<file path="src/rtl/ethernet_rx_port_arbiter.sv">
// ethernet_rx_port_arbiter: round-robin arbiter sharing one L2 decoder among NUM_PORTS RX FIFOs.
// A grant covers exactly one frame. The granted port's bus is forwarded, registered, until
// commit or drop.
// Optional watchdog: define ETH_RX_ARB_TIMEOUT_EN to abort grants that stall for TIMEOUT_CYCLES.

package ethernet_rx_pkg;
   typedef struct packed {
      logic        start;
      logic        data_valid;
      logic [31:0] data;
      logic        commit;
      logic        drop;
   } EthernetRxBus;
endpackage

module ethernet_rx_port_arbiter
   import ethernet_rx_pkg::*;
#(
   parameter int unsigned NUM_PORTS      = 4,
   parameter int unsigned TIMEOUT_CYCLES = 4096
) (
   input  logic                         sys_clk,
   input  logic                         rst_n,
   input  logic [NUM_PORTS-1:0]         port_frame_ready,
   input  EthernetRxBus                 port_rx_bus [NUM_PORTS],
   output logic [NUM_PORTS-1:0]         port_grant,
   output EthernetRxBus                 arb_rx_bus,
   output logic [$clog2(NUM_PORTS)-1:0] arb_port_id,
   output logic                         timeout_err
);

   localparam int unsigned PW = $clog2(NUM_PORTS);

   // Reject unsupported configurations at elaboration.
   if (NUM_PORTS < 2 || NUM_PORTS > 16 || TIMEOUT_CYCLES < 2 || TIMEOUT_CYCLES > 65536)
   begin : g_bad_params
      $error("ethernet_rx_port_arbiter: parameter out of range");
   end

   typedef enum logic [1:0] {StIdle, StGranted, StActive, StRelease} state_t;

   state_t            state_q;
   logic [PW-1:0]     gnt_idx_q;
   logic [PW-1:0]     rr_ptr_q;
   logic [PW-1:0]     pick_idx;
   logic [PW-1:0]     rr_next;
   logic              wdog_hit;
   EthernetRxBus      sel_bus;
   EthernetRxBus      start_bus;
   EthernetRxBus      fwd_bus;
   EthernetRxBus      drop_bus;

`ifdef ETH_RX_ARB_TIMEOUT_EN
   localparam logic [15:0] WdogLast = 16'(TIMEOUT_CYCLES - 1);
   logic [15:0]       wdog_q;
`endif

   // First ready port at or after rr_ptr, wrapping to 0; lowest offset wins.
   always_comb begin
      int unsigned idx;
      pick_idx = '0;
      for (int k = int'(NUM_PORTS) - 1; k >= 0; k--) begin
         idx = int'(rr_ptr_q) + k;
         if (idx >= NUM_PORTS) idx = idx - NUM_PORTS;
         if (port_frame_ready[PW'(idx)]) pick_idx = PW'(idx);
      end
   end

   // Granted-port bus views: start cycle, pass-through, and forced abort.
   always_comb begin
      sel_bus          = port_rx_bus[gnt_idx_q];
      start_bus        = sel_bus;
      start_bus.commit = 1'b0;
      start_bus.drop   = 1'b0;
      fwd_bus          = sel_bus;
      // Drop wins over commit when both arrive together.
      fwd_bus.commit   = sel_bus.commit & ~sel_bus.drop;
      drop_bus         = '0;
      drop_bus.drop    = 1'b1;
      rr_next          = (gnt_idx_q == PW'(NUM_PORTS - 1)) ? '0 : gnt_idx_q + 1'b1;
   end

   // Watchdog fires on the edge where the count reaches TIMEOUT_CYCLES-1.
   always_comb begin
`ifdef ETH_RX_ARB_TIMEOUT_EN
      wdog_hit = (state_q == StGranted || state_q == StActive) &&
                 ((wdog_q + 16'd1) == WdogLast);
`else
      wdog_hit = 1'b0;
`endif
   end

   // Arbitration FSM with registered outputs.
   always_ff @(posedge sys_clk or negedge rst_n) begin
      if (!rst_n) begin
         state_q     <= StIdle;
         gnt_idx_q   <= '0;
         rr_ptr_q    <= '0;
         port_grant  <= '0;
         arb_rx_bus  <= '0;
         arb_port_id <= '0;
         timeout_err <= 1'b0;
`ifdef ETH_RX_ARB_TIMEOUT_EN
         wdog_q      <= '0;
`endif
      end else begin
         timeout_err <= 1'b0;
         unique case (state_q)
            StIdle: begin
               arb_rx_bus <= '0;
               if (|port_frame_ready) begin
                  port_grant  <= NUM_PORTS'(1) << pick_idx;
                  gnt_idx_q   <= pick_idx;
                  arb_port_id <= pick_idx;
                  state_q     <= StGranted;
`ifdef ETH_RX_ARB_TIMEOUT_EN
                  wdog_q      <= '0;
`endif
               end
            end
            StGranted: begin
`ifdef ETH_RX_ARB_TIMEOUT_EN
               wdog_q <= wdog_q + 16'd1;
`endif
               if (wdog_hit) begin
                  arb_rx_bus  <= '0;
                  timeout_err <= 1'b1;
                  port_grant  <= '0;
                  rr_ptr_q    <= rr_next;
                  state_q     <= StRelease;
               end else if (sel_bus.start) begin
                  arb_rx_bus <= start_bus;
                  state_q    <= StActive;
               end else begin
                  // Anything the port sends before start is not part of a frame.
                  arb_rx_bus <= '0;
               end
            end
            StActive: begin
`ifdef ETH_RX_ARB_TIMEOUT_EN
               wdog_q <= wdog_q + 16'd1;
`endif
               if (wdog_hit || sel_bus.start) begin
                  // Stall or restarted frame: abort the one in flight.
                  arb_rx_bus  <= drop_bus;
                  timeout_err <= wdog_hit;
                  port_grant  <= '0;
                  rr_ptr_q    <= rr_next;
                  state_q     <= StRelease;
               end else if (sel_bus.commit || sel_bus.drop) begin
                  arb_rx_bus <= fwd_bus;
                  port_grant <= '0;
                  rr_ptr_q   <= rr_next;
                  state_q    <= StRelease;
               end else begin
                  arb_rx_bus <= sel_bus;
               end
            end
            StRelease: begin
               arb_rx_bus <= '0;
               state_q    <= StIdle;
            end
         endcase
      end
   end

endmodule

</file>
<file path="config.mk">
export PLATFORM = sky130hd
export DESIGN_NAME = ethernet_rx_port_arbiter
export DESIGN_NICKNAME = d
export VERILOG_FILES = /design/src/rtl/ethernet_rx_port_arbiter.sv
export SDC_FILE = /design/constraint.sdc
export NUM_CORES = 1
export LEC_CHECK = 0
export ABC_CLOCK_PERIOD_IN_PS = 3400
export BUFFER_PORTS_ARGS = -buffer_cell sky130_fd_sc_hd__buf_2
export CORE_UTILIZATION = 44
export DETAILED_ROUTE_END_ITERATION = 8
export GPL_TIMING_DRIVEN = 0
export PLACE_DENSITY = 0.84
export SYNTH_ARGS = -nofsm -noshare
export SYNTH_HDL_FRONTEND = slang
export SYNTH_SLANG_ARGS = --single-unit
</file>
<file path="constraint.sdc">
create_clock -name sys_clk -period 3.4 [get_ports sys_clk]
set_clock_uncertainty 0.1 [all_clocks]
set_input_delay 0.68 -clock sys_clk [delete_from_list [all_inputs] [get_ports sys_clk]]
set_output_delay 0.68 -clock sys_clk [all_outputs]
set_load 0.05 [all_outputs]
</file>
After elaboration in Yosys (flattened, before gate mapping)
Index checks and enable logic that the tools add are counted.
Widths: inputs -> output; s select.
{"block": "totals", "register_bits": 46, "word_cells": 82}
{"block": "classes", "addsub": 8, "magnitude_cmp": 9, "eq_ne": 7, "n_shift": 1, "muxes": 35, "n_bitwise": 3, "n_reduce_logical": 10}
{"op": "$mux 36", "n": 3}
{"op": "$pmux 36 s3", "n": 1}
{"op": "$bmux 36 s2", "n": 1}
{"op": "$mux 35", "n": 1}
{"op": "$mux 2", "n": 16}
{"op": "$ge 3x3->1 const B", "n": 4}
{"op": "$lt 2x3->1 const B", "n": 4}
{"op": "$mux 4", "n": 3}
{"op": "$bmux 1 s2", "n": 4}
{"op": "$pmux 2 s4", "n": 1}
{"op": "$pmux 4 s2", "n": 1}
{"op": "$sub 2x1->2 const B", "n": 4}
{"op": "$add 2x2->3 const B", "n": 2}
{"op": "$eq 2x2->1 const B", "n": 3}
{"op": "$reduce_and 3->1", "n": 2}
{"op": "$mux 1", "n": 4}
{"op": "$ne 2x2->1 const B", "n": 2}
{"op": "$reduce_and 2->1", "n": 2}
{"op": "$reduce_bool 2->1", "n": 2}
{"op": "$reduce_or 4->1", "n": 1}
{"op": "$shl 1x2->4 const A", "n": 1}
{"op": "$add 2x1->3 const B", "n": 1}
{"op": "$ge 2x3->1 const B", "n": 1}
{"op": "$ne 3x3->1 const B", "n": 1}
{"op": "8 further kinds", "n": 8}

Logic depth before layout (Yosys ltp)
Gate-level depths: netlist of run 1.
{"block": "depth", "word_depth": 12, "mapped_depth": 7, "mapped_depth_nobuf": 6}

Worst setup path before layout of run 1
OpenSTA, ideal clock, no wires.
{"block": "synth_path", "path_type": "register -> register", "start": "register gnt_idx_q[0]", "end": "register rr_ptr_q[0]", "arrival_time_ns": 2.143, "t_required_ns": 3.172, "setup_slack_ns": 1.029, "path_stages_with_launch": 6, "path_buffers": 1, "period_less_slack_ns": 2.371, "cell_sequence": "dfrtp_1 buf_6 mux4_2 or2_4 o21ai_2 mux2_1"}
{"block": "synth_between", "elab_chain_cells": 7, "elab_cells_between_ends": 12, "classes_between": "add/sub: 1; eq/ne: 1; mux: 6; bitwise: 1; reduce/logical: 3"}
{"item": "start, declared", "line_no": "43", "rtl": "logic [PW-1:0] gnt_idx_q;"}
{"item": "start signal, assigned", "line_no": "113", "rtl": "gnt_idx_q <= pick_idx;"}
{"item": "$not 2->3 (not written as such)", "line_no": "71", "rtl": "sel_bus = port_rx_bus[gnt_idx_q];"}
{"item": "$bmux 36 s2", "line_no": "71"}
{"item": "$mux 36 (not written as such) (2 in a row)", "line_no": "71"}
{"item": "$logic_or 1x1->1", "line_no": "150", "rtl": "end else if (sel_bus.commit || sel_bus.drop) begin"}
{"item": "$reduce_bool 2->1 (no line)"}
{"item": "$reduce_and 2->1 (no line)"}
{"item": "end signal, assigned", "line_no": "129", "rtl": "rr_ptr_q <= rr_next;"}
{"item": "end signal, assigned", "line_no": "148", "rtl": "rr_ptr_q <= rr_next;"}
{"item": "end signal, assigned", "line_no": "153", "rtl": "rr_ptr_q <= rr_next;"}
{"item": "end, declared", "line_no": "44", "rtl": "logic [PW-1:0] rr_ptr_q;"}
Parallel ways exist; a longest one is shown, timed or not. The select of a mux whose other input is x is not followed.
A chain may end at the register's enable or synchronous reset.

Final worst setup path of run 1
{"block": "layout_path", "start": "register gnt_idx_q[1]", "end": "register arb_rx_bus[28] (netlist name)"}
{"block": "layout_between", "elab_chain_cells": 6, "elab_cells_between_ends": 7, "classes_between": "mux: 6; bitwise: 1"}
{"item": "$not 2->3 (not written as such) (*)", "line_no": "71"}
{"item": "$bmux 36 s2 (*)", "line_no": "71"}
{"item": "$mux 36 (not written as such) (*) (2 in a row)", "line_no": "71"}
{"item": "$mux 35 / $mux 36 (equally long branches)", "line_no": "143, 131"}
{"item": "$pmux 36 s3 (*)", "line_no": "108", "rtl": "unique case (state_q)"}
{"item": "end signal, assigned", "line_no": "145", "rtl": "arb_rx_bus <= drop_bus;"}
{"item": "end signal, assigned", "line_no": "151", "rtl": "arb_rx_bus <= fwd_bus;"}
{"item": "end signal, assigned", "line_no": "156", "rtl": "arb_rx_bus <= sel_bus;"}
{"item": "end, declared", "line_no": "27", "rtl": "output EthernetRxBus arb_rx_bus,"}
Every way passes the cells marked *; elsewhere a longest branch is shown, timed or not. The select of a mux whose other input is x is not followed.

==> reports/qor.yml, run 1 <==
outcome: "finished clean"
layout_min_cycle_time_ns: 2.176
syn_area_per_cell_sq_um: 13.97
synth_most_common_cell: "dfrtp_1"
io_pins: 193
ys_seq_elements: 46
tightest_slew_ns: 1.031
synth_top_cell_by_area: "dfrtp_1"
port_buffers: 191
gp_congestion: 0.7953
rows: 28
netlist_instances: 192
clkLatencyLatePin_ns: 0.29
yosysSeqAreaShare_pct: 42.91
dp_slack_ns: 1.012
die_y_um: 80.08
clockBufferDepth: 2
fmax_ghz: 0.4596
coreArea_sq_um: 5886
synth_cell_types: 37
required_ns: 3.48
hold_class: "reg2reg"
power_density_nw_per_um2: 901.9
syn_nets: 346
cts-root-buf: "clkbuf_8"
setup_viol: 0
synthArstFlopShare_pct: 100.0
clkTransAtPathRegs_ns: 0.08
max-vdd-ir-drop_mv: 0.4591
dpl-instance-area_sq_um: 3732
cts_resized: 0
routed_wl_um: 7787
diodes: 0
grt_max_degree: 47
synth-edff-count: 0
firstDrtPassIters: 4
cts_tree: "built"
drcViolationCount: 0
setup.worst_path.end_class: "register"
max-slew-margin-rel_pct: 31.27
r2r_cells: 4
h-tree-depth: 2
drt_iter0_drc: 105
final_antenna_net_count: 0
antenna_found_initial: 0
hold_path_depth: 1
rsz0062_at_grt: "false"
grt_usage_pct: 24.83
dp_hpwl_um: 6473
grt_pass1_wl_um: 11740
syn_area_sq_um: 2683
cp-start-kind: "register"
die_w_um: 80.08
start_util_pct: 45.58
yosys_most_used_dff: "dfrtp_1"
grt_pass1_vias: 2572
cts_sinks: 46
worstPathArrival_ns: 2.25
dieArea_sq_um: 6413
use_met2_pct: 47.61
viasPerCell: 5.253
overflow: 0
ys_warn_count: 0
fin_setup_tns_ns: 0
drv_slew: 0
vias: 2448
nets: 544
busiest_layer: "met2"
cp_max_fo: 10
use_met3_pct: 5.341
cts_inserted_buffers: 5
layout-drive-gt1-share_pct: 63.94
holdBufCountCts: 0
final_hold_viol_count: 0
p_leak_nw: 1.988
synthTopCellsByArea: "dfrtp_1 (43%), mux4_2 (29%), nor2b_1 (7.9%)"
post-cts-setup-buffer-count: 0
synth_common_cells: "dfrtp_1 (46), mux4_2 (35), nor2b_1 (34)"
final_area_sq_um: 3824
wl_per_cell_um: 16.71
fin_ws_ns: 1.224
yosys.area.top_type_share_pct: 42.91
met1_usage_pct: 27.35
finalCritPeriodShare_pct: 64.00
cap_violations: 0
crit_type: "reg2reg"
area_delta_synth_final_pct: 42.54
path summary, 6_finish.rpt:
path	to	slack (ns)	start
worst min register to register	port_grant[1]	0.39	port_grant[1]
worst min-delay path	port_grant[1]	0.39	port_grant[1]
max in group asynchronous	arb_rx_bus[8]	2.10	rst_n
worst max-delay path	arb_rx_bus[28]	1.22	gnt_idx_q[1]
worst max register to register	arb_rx_bus[28]	1.22	gnt_idx_q[1]
min in group asynchronous	port_grant[2]	0.46	rst_n
power breakdown:
| part | switching (mW) | total, mW | internal [mW] |
|---|---|---|---|
| registers | 0.0867 | 0.851 | 0.764 |
| logic | 1.42 | 2.26 | 0.834 |
| clock network | 0.178 | 0.342 | 0.164 |
cell type report:
cell class	instances	area, sq um
inverter	6	22.52
clock buffer	7	86.33
sequential	46	1151
tap	75	93.84
buffer	13	71.32
multi-input combinational	127	1438
fill	475	2062
clock inverter	1	5.005
timing repair buffer	191	955.9
worst max-delay path: stages (launching register included):
cell and delay (ns):
dfrtp_1 0.43, buf_1 0.43, clkbuf_1 0.53, mux4_2 0.41, nor2b_1 0.15
cell families after synthesis:
logic type                 share of synthesized area (%)
other                                             0.1398
adders and majority gates                          1.866
buffers and inverters                              3.498
AOI/OAI and AO/OA                                  6.577
and+or+nand+nor                                    12.55
muxes                                              32.46
DFF                                                42.91
placed cells by master (no fill, tap or decap), types with 2 or more instances in the layout:
cell type  count
nand2b_1       3
nand2_1        4
buf_2        197
buf_4          2
mux2_1         2
clkbuf_1       4
mux4_2        35
nor2_1         6
and2_1         2
a21oi_1        5
o31ai_1        2
dfrtp_1       46
a32o_2         4
inv_1          6
nor2b_1       34
mux2i_1        6
clkbuf_8       6
ha_1           4
o21ai_0        3
metrics by stage:
step                      util (%)  std cells  total power [mW]  hold slack, ns
after global placement       63.41        458             3.070          0.3788
after global routing         64.97        466             3.660          0.4220
final                        64.97        466             3.448          0.3939
after detailed placement     63.41        458             3.136          0.3780
after CTS                    64.97        466             3.480          0.3971
after floorplan                  -        192             2.595          0.2844
routing by layer:
layer  routed length, um  vias to the layer above
met1                2730                     1179
li1                    -                     1121
met5                   0                        -
met4                  87                        0
met2                4343                      140
met3                 625                        8
flip-flops by register name, indices dropped and copies added, names as in the netlist:
| name | cells |
|---|---|
| rr_ptr_q | 2 |
| arb_rx_bus | 36 |
| state_q | 2 |
| port_grant | 4 |
| gnt_idx_q | 2 |
Note: power is estimated with default switching activity, not from simulation.
==> inputs of run 2 (changes only) <==
--- a/config.mk
+++ b/config.mk
@@ -5,12 +5,12 @@
 export SDC_FILE = /design/constraint.sdc
 export NUM_CORES = 1
 export LEC_CHECK = 0
-export ABC_CLOCK_PERIOD_IN_PS = 3400
+export ABC_CLOCK_PERIOD_IN_PS = 2000
 export BUFFER_PORTS_ARGS = -buffer_cell sky130_fd_sc_hd__buf_2
-export CORE_UTILIZATION = 44
+export CORE_UTILIZATION = 37
 export DETAILED_ROUTE_END_ITERATION = 8
 export GPL_TIMING_DRIVEN = 0
-export PLACE_DENSITY = 0.84
+export PLACE_DENSITY = 0.75
 export SYNTH_ARGS = -nofsm -noshare
 export SYNTH_HDL_FRONTEND = slang
 export SYNTH_SLANG_ARGS = --single-unit
==> constraint.sdc (replaced) <==
create_clock -name sys_clk -period 2 [get_ports sys_clk]
set_clock_uncertainty 0.1 [all_clocks]
set_input_delay 0.4 -clock sys_clk [delete_from_list [all_inputs] [get_ports sys_clk]]
set_output_delay 0.4 -clock sys_clk [all_outputs]
set_load 0.05 [all_outputs]
==> reports/qor.yml, run 2 (same netlist as run 1, synthesis figures left out) <==
worstPathArrival_ns: 2.02
clkLatencyLatePin_ns: 0.30
fin_util_pct: 56.94
start_util_pct: 38.84
final_antenna_net_count: 0
r2r_setup_slack_ns: 0.07
largest_reg_flops: 36
area_delta_synth_final_pct: 46.60
max-slew-margin-rel_pct: 31.20
numPlacedInstances: 479
finalCritPeriodShare_pct: 96.50
nets: 548
cts-root-buf: "clkbuf_8"
coreArea_sq_um: 6907
tightest_slew_ns: 1.032
dp_hpwl_um: 6220
die_w_um: 87.15
r2r_end: "rr_ptr_q[1]"
grt_pass1_vias: 2427
power_density_nw_per_um2: 1533
rsz0062_at_grt: "false"
fmax_ghz: 0.5181
drv_slew: 0
holdBufCountCts: 0
drt_iter0_drc: 73
antenna_found_initial: 0
final_cell_mix: "buf_2 (192), dfrtp_1 (44), mux4_2 (35), nor2b_1 (34), buf_4 (10)"
final_common_cell: "buf_2"
wl_per_cell_um: 15.47
finalPower_mw: 6.028
gp_congestion: 0.8066
r2r_start: "gnt_idx_q[0]"
outcome: "finished clean"
cp_max_fo: 4
crit_start: "gnt_idx_q[0]"
final_area_sq_um: 3933
max-vdd-ir-drop_mv: 0.4745
grt_usage_pct: 19.65
fin_setup_tns_ns: 0
required_ns: 2.09
routed_wl_um: 7596
cts_sinks: 46
top_regs: "arb_rx_bus: 36 flops, port_grant: 4 flops"
regMostFlops: "arb_rx_bus"
rows: 30
cts_tree: "built"
setup_viol: 0
overflow: 0
dpl-instance-area_sq_um: 3785
setup.worst_path.end_class: "register"
p_leak_nw: 2.036
viasPerCell: 4.971
diodes: 0
firstDrtPassIters: 4
io_pins: 193
grt_pass1_wl_um: 11240
die_y_um: 87.15
cp-start-kind: "register"
crit_type: "reg2reg"
clockBufferDepth: 2
layout-drive-gt1-share_pct: 66.84
grt_max_degree: 47
clkTransAtPathRegs_ns: 0.09
hold_ws_ns: 0.1802
hold_class: "in2async"
dieArea_sq_um: 7595
fin_ws_ns: 0.06996
layout_min_cycle_time_ns: 1.930
dp_slack_ns: -0.2131
fin_cells: 491
r2r_cells: 4
h-tree-depth: 2
vias: 2441
cts_inserted_buffers: 5
port_buffers: 191
drcViolationCount: 0
final_hold_viol_count: 0
cap_violations: 0
==> run 2: how the worst max path moves through the flow <==
stage,to,cells past startpoint,slack [ns]
floorplan,rr_ptr_q[0],5,-0.18
global placement,arb_rx_bus[25],4,-0.16
detailed placement,arb_rx_bus[25],4,-0.21
CTS,rr_ptr_q[1],4,-0.01
global route,rr_ptr_q[1],4,0.02
finish,rr_ptr_q[1],4,0.07
==> run 2: final cells by class <==
class / count / area, sq um
Timing Repair Buffer: 196 / 993.5
Buffer: 12 / 91.34
Fill cell: 645 / 2974
Clock buffer: 5 / 68.82
Clock inverter: 3 / 21.27
Multi-Input combinational cell: 127 / 1461
Inverter: 6 / 22.52
Sequential cell: 46 / 1154
Tap cell: 96 / 120.1
==> run 2: critical path: stages (launching register included) <==
cell,delay (ns)
dfrtp_2,0.41
mux4_2,0.53
or2_4,0.28
o21ai_4,0.17
mux2_4,0.32
==> run 2: report_power, final <==
| group | switching [mW] | internal (mW) | total, mW |
|---|---|---|---|
| sequential | 0.153 | 1.30 | 1.46 |
| clock | 0.329 | 0.246 | 0.575 |
| combinational | 2.43 | 1.57 | 4.00 |
==> run 2: repair_timing <==
| item | 4_1_cts | 5_1_grt |
|---|---|---|
| gates resized for setup | 8 | 2 |
| setup endpoints to repair | 33 | 9 |
| setup buffers | 4 | 1 |
| pin swaps | 3 | 2 |
==> run 2: metal layers <==
| layer | global-route usage (%) | up-vias | wire length [um] |
|---|---|---|---|
| met1 | 21.87 | 1174 | 2891 |
| met2 | 36.94 | 135 | 3957 |
| li1 | - | 1124 | - |
| met5 | 0 | - | 0 |
| met4 | 4.471 | 0 | 61 |
| met3 | 5.687 | 8 | 685 |
==> inputs of run 3 (changes only) <==
--- a/config.mk
+++ b/config.mk
@@ -10,7 +10,7 @@
 export CORE_UTILIZATION = 37
 export DETAILED_ROUTE_END_ITERATION = 8
 export GPL_TIMING_DRIVEN = 0
-export PLACE_DENSITY = 0.75
+export PLACE_DENSITY = 0.89
 export SYNTH_ARGS = -nofsm -noshare
 export SYNTH_HDL_FRONTEND = slang
 export SYNTH_SLANG_ARGS = --single-unit
==> reports/qor.yml, run 3 (same netlist as run 1, synthesis figures left out) <==
grt_max_degree: 47
final_antenna_net_count: 0
antenna_found_initial: 0
worstPathArrival_ns: 2.06
power_density_nw_per_um2: 1536
final_common_cell: "buf_2"
die_y_um: 87.15
p_leak_nw: 2.043
p_comb_share_pct: 66.7
outcome: "finished clean"
cp_max_fo: 5
clockBufferDepth: 2
seq_area_sq_um: 1154
area_delta_synth_final_pct: 47.06
finalPower_mw: 6.060
r2r_start: "gnt_idx_q[0]"
power.internal_mw: 3.139
sw_frac_of_total_pct: 48.19
clkTransAtPathRegs_ns: 0.09
tightest_slew_ns: 0.9999
largest_reg_flops: 36
grt_usage_pct: 20.42
max-slew-margin-rel_pct: 33.34
r2r_cells: 4
dp_slack_ns: -0.1819
cts_inserted_buffers: 5
nets: 549
hold_class: "in2async"
grt_pass1_vias: 2569
r2r_end: "rr_ptr_q[0]"
grt_pass1_wl_um: 11770
required_ns: 2.07
dpl-instance-area_sq_um: 3785
final_area_sq_um: 3945
cts-root-buf: "clkbuf_8"
setup.worst_path.end_class: "register"
r2r_setup_slack_ns: 0.01
dieArea_sq_um: 7595
overflow: 0
layout_min_cycle_time_ns: 1.990
rsz0062_at_grt: "true"
start_util_pct: 38.84
layout-drive-gt1-share_pct: 67.17
multi_input_area_sq_um: 1463
viasPerCell: 5.012
drcViolationCount: 0
final_cell_mix: "buf_2 (192), dfrtp_1 (44), mux4_2 (35), nor2b_1 (34), buf_4 (10)"
crit_type: "reg2reg"
cts_sinks: 46
finalCritPeriodShare_pct: 99.52
power_frac_clock_pct: 9.1
power_frac_seq_pct: 24.2
dp_hpwl_um: 6405
drv_slew: 0
top_regs: "arb_rx_bus: 36 flops, port_grant: 4 flops"
io_pins: 193
die_w_um: 87.15
routed_wl_um: 7773
rows: 30
setup_viol: 0
vias: 2466
clkLatencyLatePin_ns: 0.29
switching_power_mw: 2.920
gp_congestion: 0.8205
fin_util_pct: 57.12
firstDrtPassIters: 4
drt_iter0_drc: 54
max-vdd-ir-drop_mv: 0.5895
wl_per_cell_um: 15.80
fin_ws_ns: 0.009534
diodes: 0
coreArea_sq_um: 6907
final_hold_viol_count: 0
h-tree-depth: 2
cp-start-kind: "register"
port_buffers: 191
regMostFlops: "arb_rx_bus"
fmax_ghz: 0.5024
cap_violations: 0
cts_tree: "built"
fillers: 625
holdBufCountCts: 0
## run 3: worst max path at each step
stage	startpoint	end	slack, ns	cells past startpoint
global route	gnt_idx_q[0]	rr_ptr_q[0]	-0.04	4
CTS	gnt_idx_q[0]	rr_ptr_q[0]	-0.005	5
floorplan	gnt_idx_q[0]	rr_ptr_q[0]	-0.18	5
detailed placement	gnt_idx_q[1]	arb_rx_bus[29]	-0.18	4
global placement	gnt_idx_q[1]	arb_rx_bus[30]	-0.13	4
finish	gnt_idx_q[0]	rr_ptr_q[0]	0.01	4
## run 3: cell type report
type	instances	area share, %
repair buffers	197	25.37
clock buffers	5	1.744
clock inverters	3	0.5392
multi-input cells	127	37.08
inverters	6	0.5709
flip-flops and latches	46	29.24
well taps	96	3.045
plain buffers	12	2.410
## run 3: repair_timing
action | in CTS | in global routing
hold endpoints to repair | 0 | 0
resized for setup | 8 | 4
setup endpoints to repair | 37 | 40
pin swaps | 2 | 3
setup buffers | 6 | 0
## run 3: metal layers
metal / vias up / GRT usage (%) / routed length (um)
met1: 1194 / 21.64 / 2762
met2: 127 / 38.15 / 4192
met3: 18 / 5.782 / 614
li1: 1127 / - / -
met5: - / 0 / 0
met4: 0 / 7.899 / 204
## run 3: worst max-delay path, cell delays in order, from the launching register on
cell and delay (ns):
dfrtp_2 0.44, mux4_2 0.54, or2_4 0.28, o21ai_4 0.20
mux2_4 0.32
## run 3: metrics by stage
stage | hold slack, ns | std cells | setup TNS [ns]
6_report | 0.1702 | 492 | 0
5_1_grt | 0.2524 | 492 | -0.07605
4_1_cts | 0.2026 | 493 | -0.004561
3_5_place_dp | 0.3777 | 479 | -4.736
3_3_place_gp | 0.3774 | 479 | -2.344
2_1_floorplan | 0.004409 | 192 | -0.6019
## run 3: power by group through the flow
stage / Clock [mW] / Sequential [mW] / Combinational [mW]
CTS: 0.571 / 1.46 / 4.05
global route: 0.617 / 1.51 / 4.29
global placement: 0 / 1.46 / 3.81
finish: 0.549 / 1.47 / 4.04
floorplan: 0 / 2.65 / 1.82
detailed placement: 0 / 1.48 / 3.90
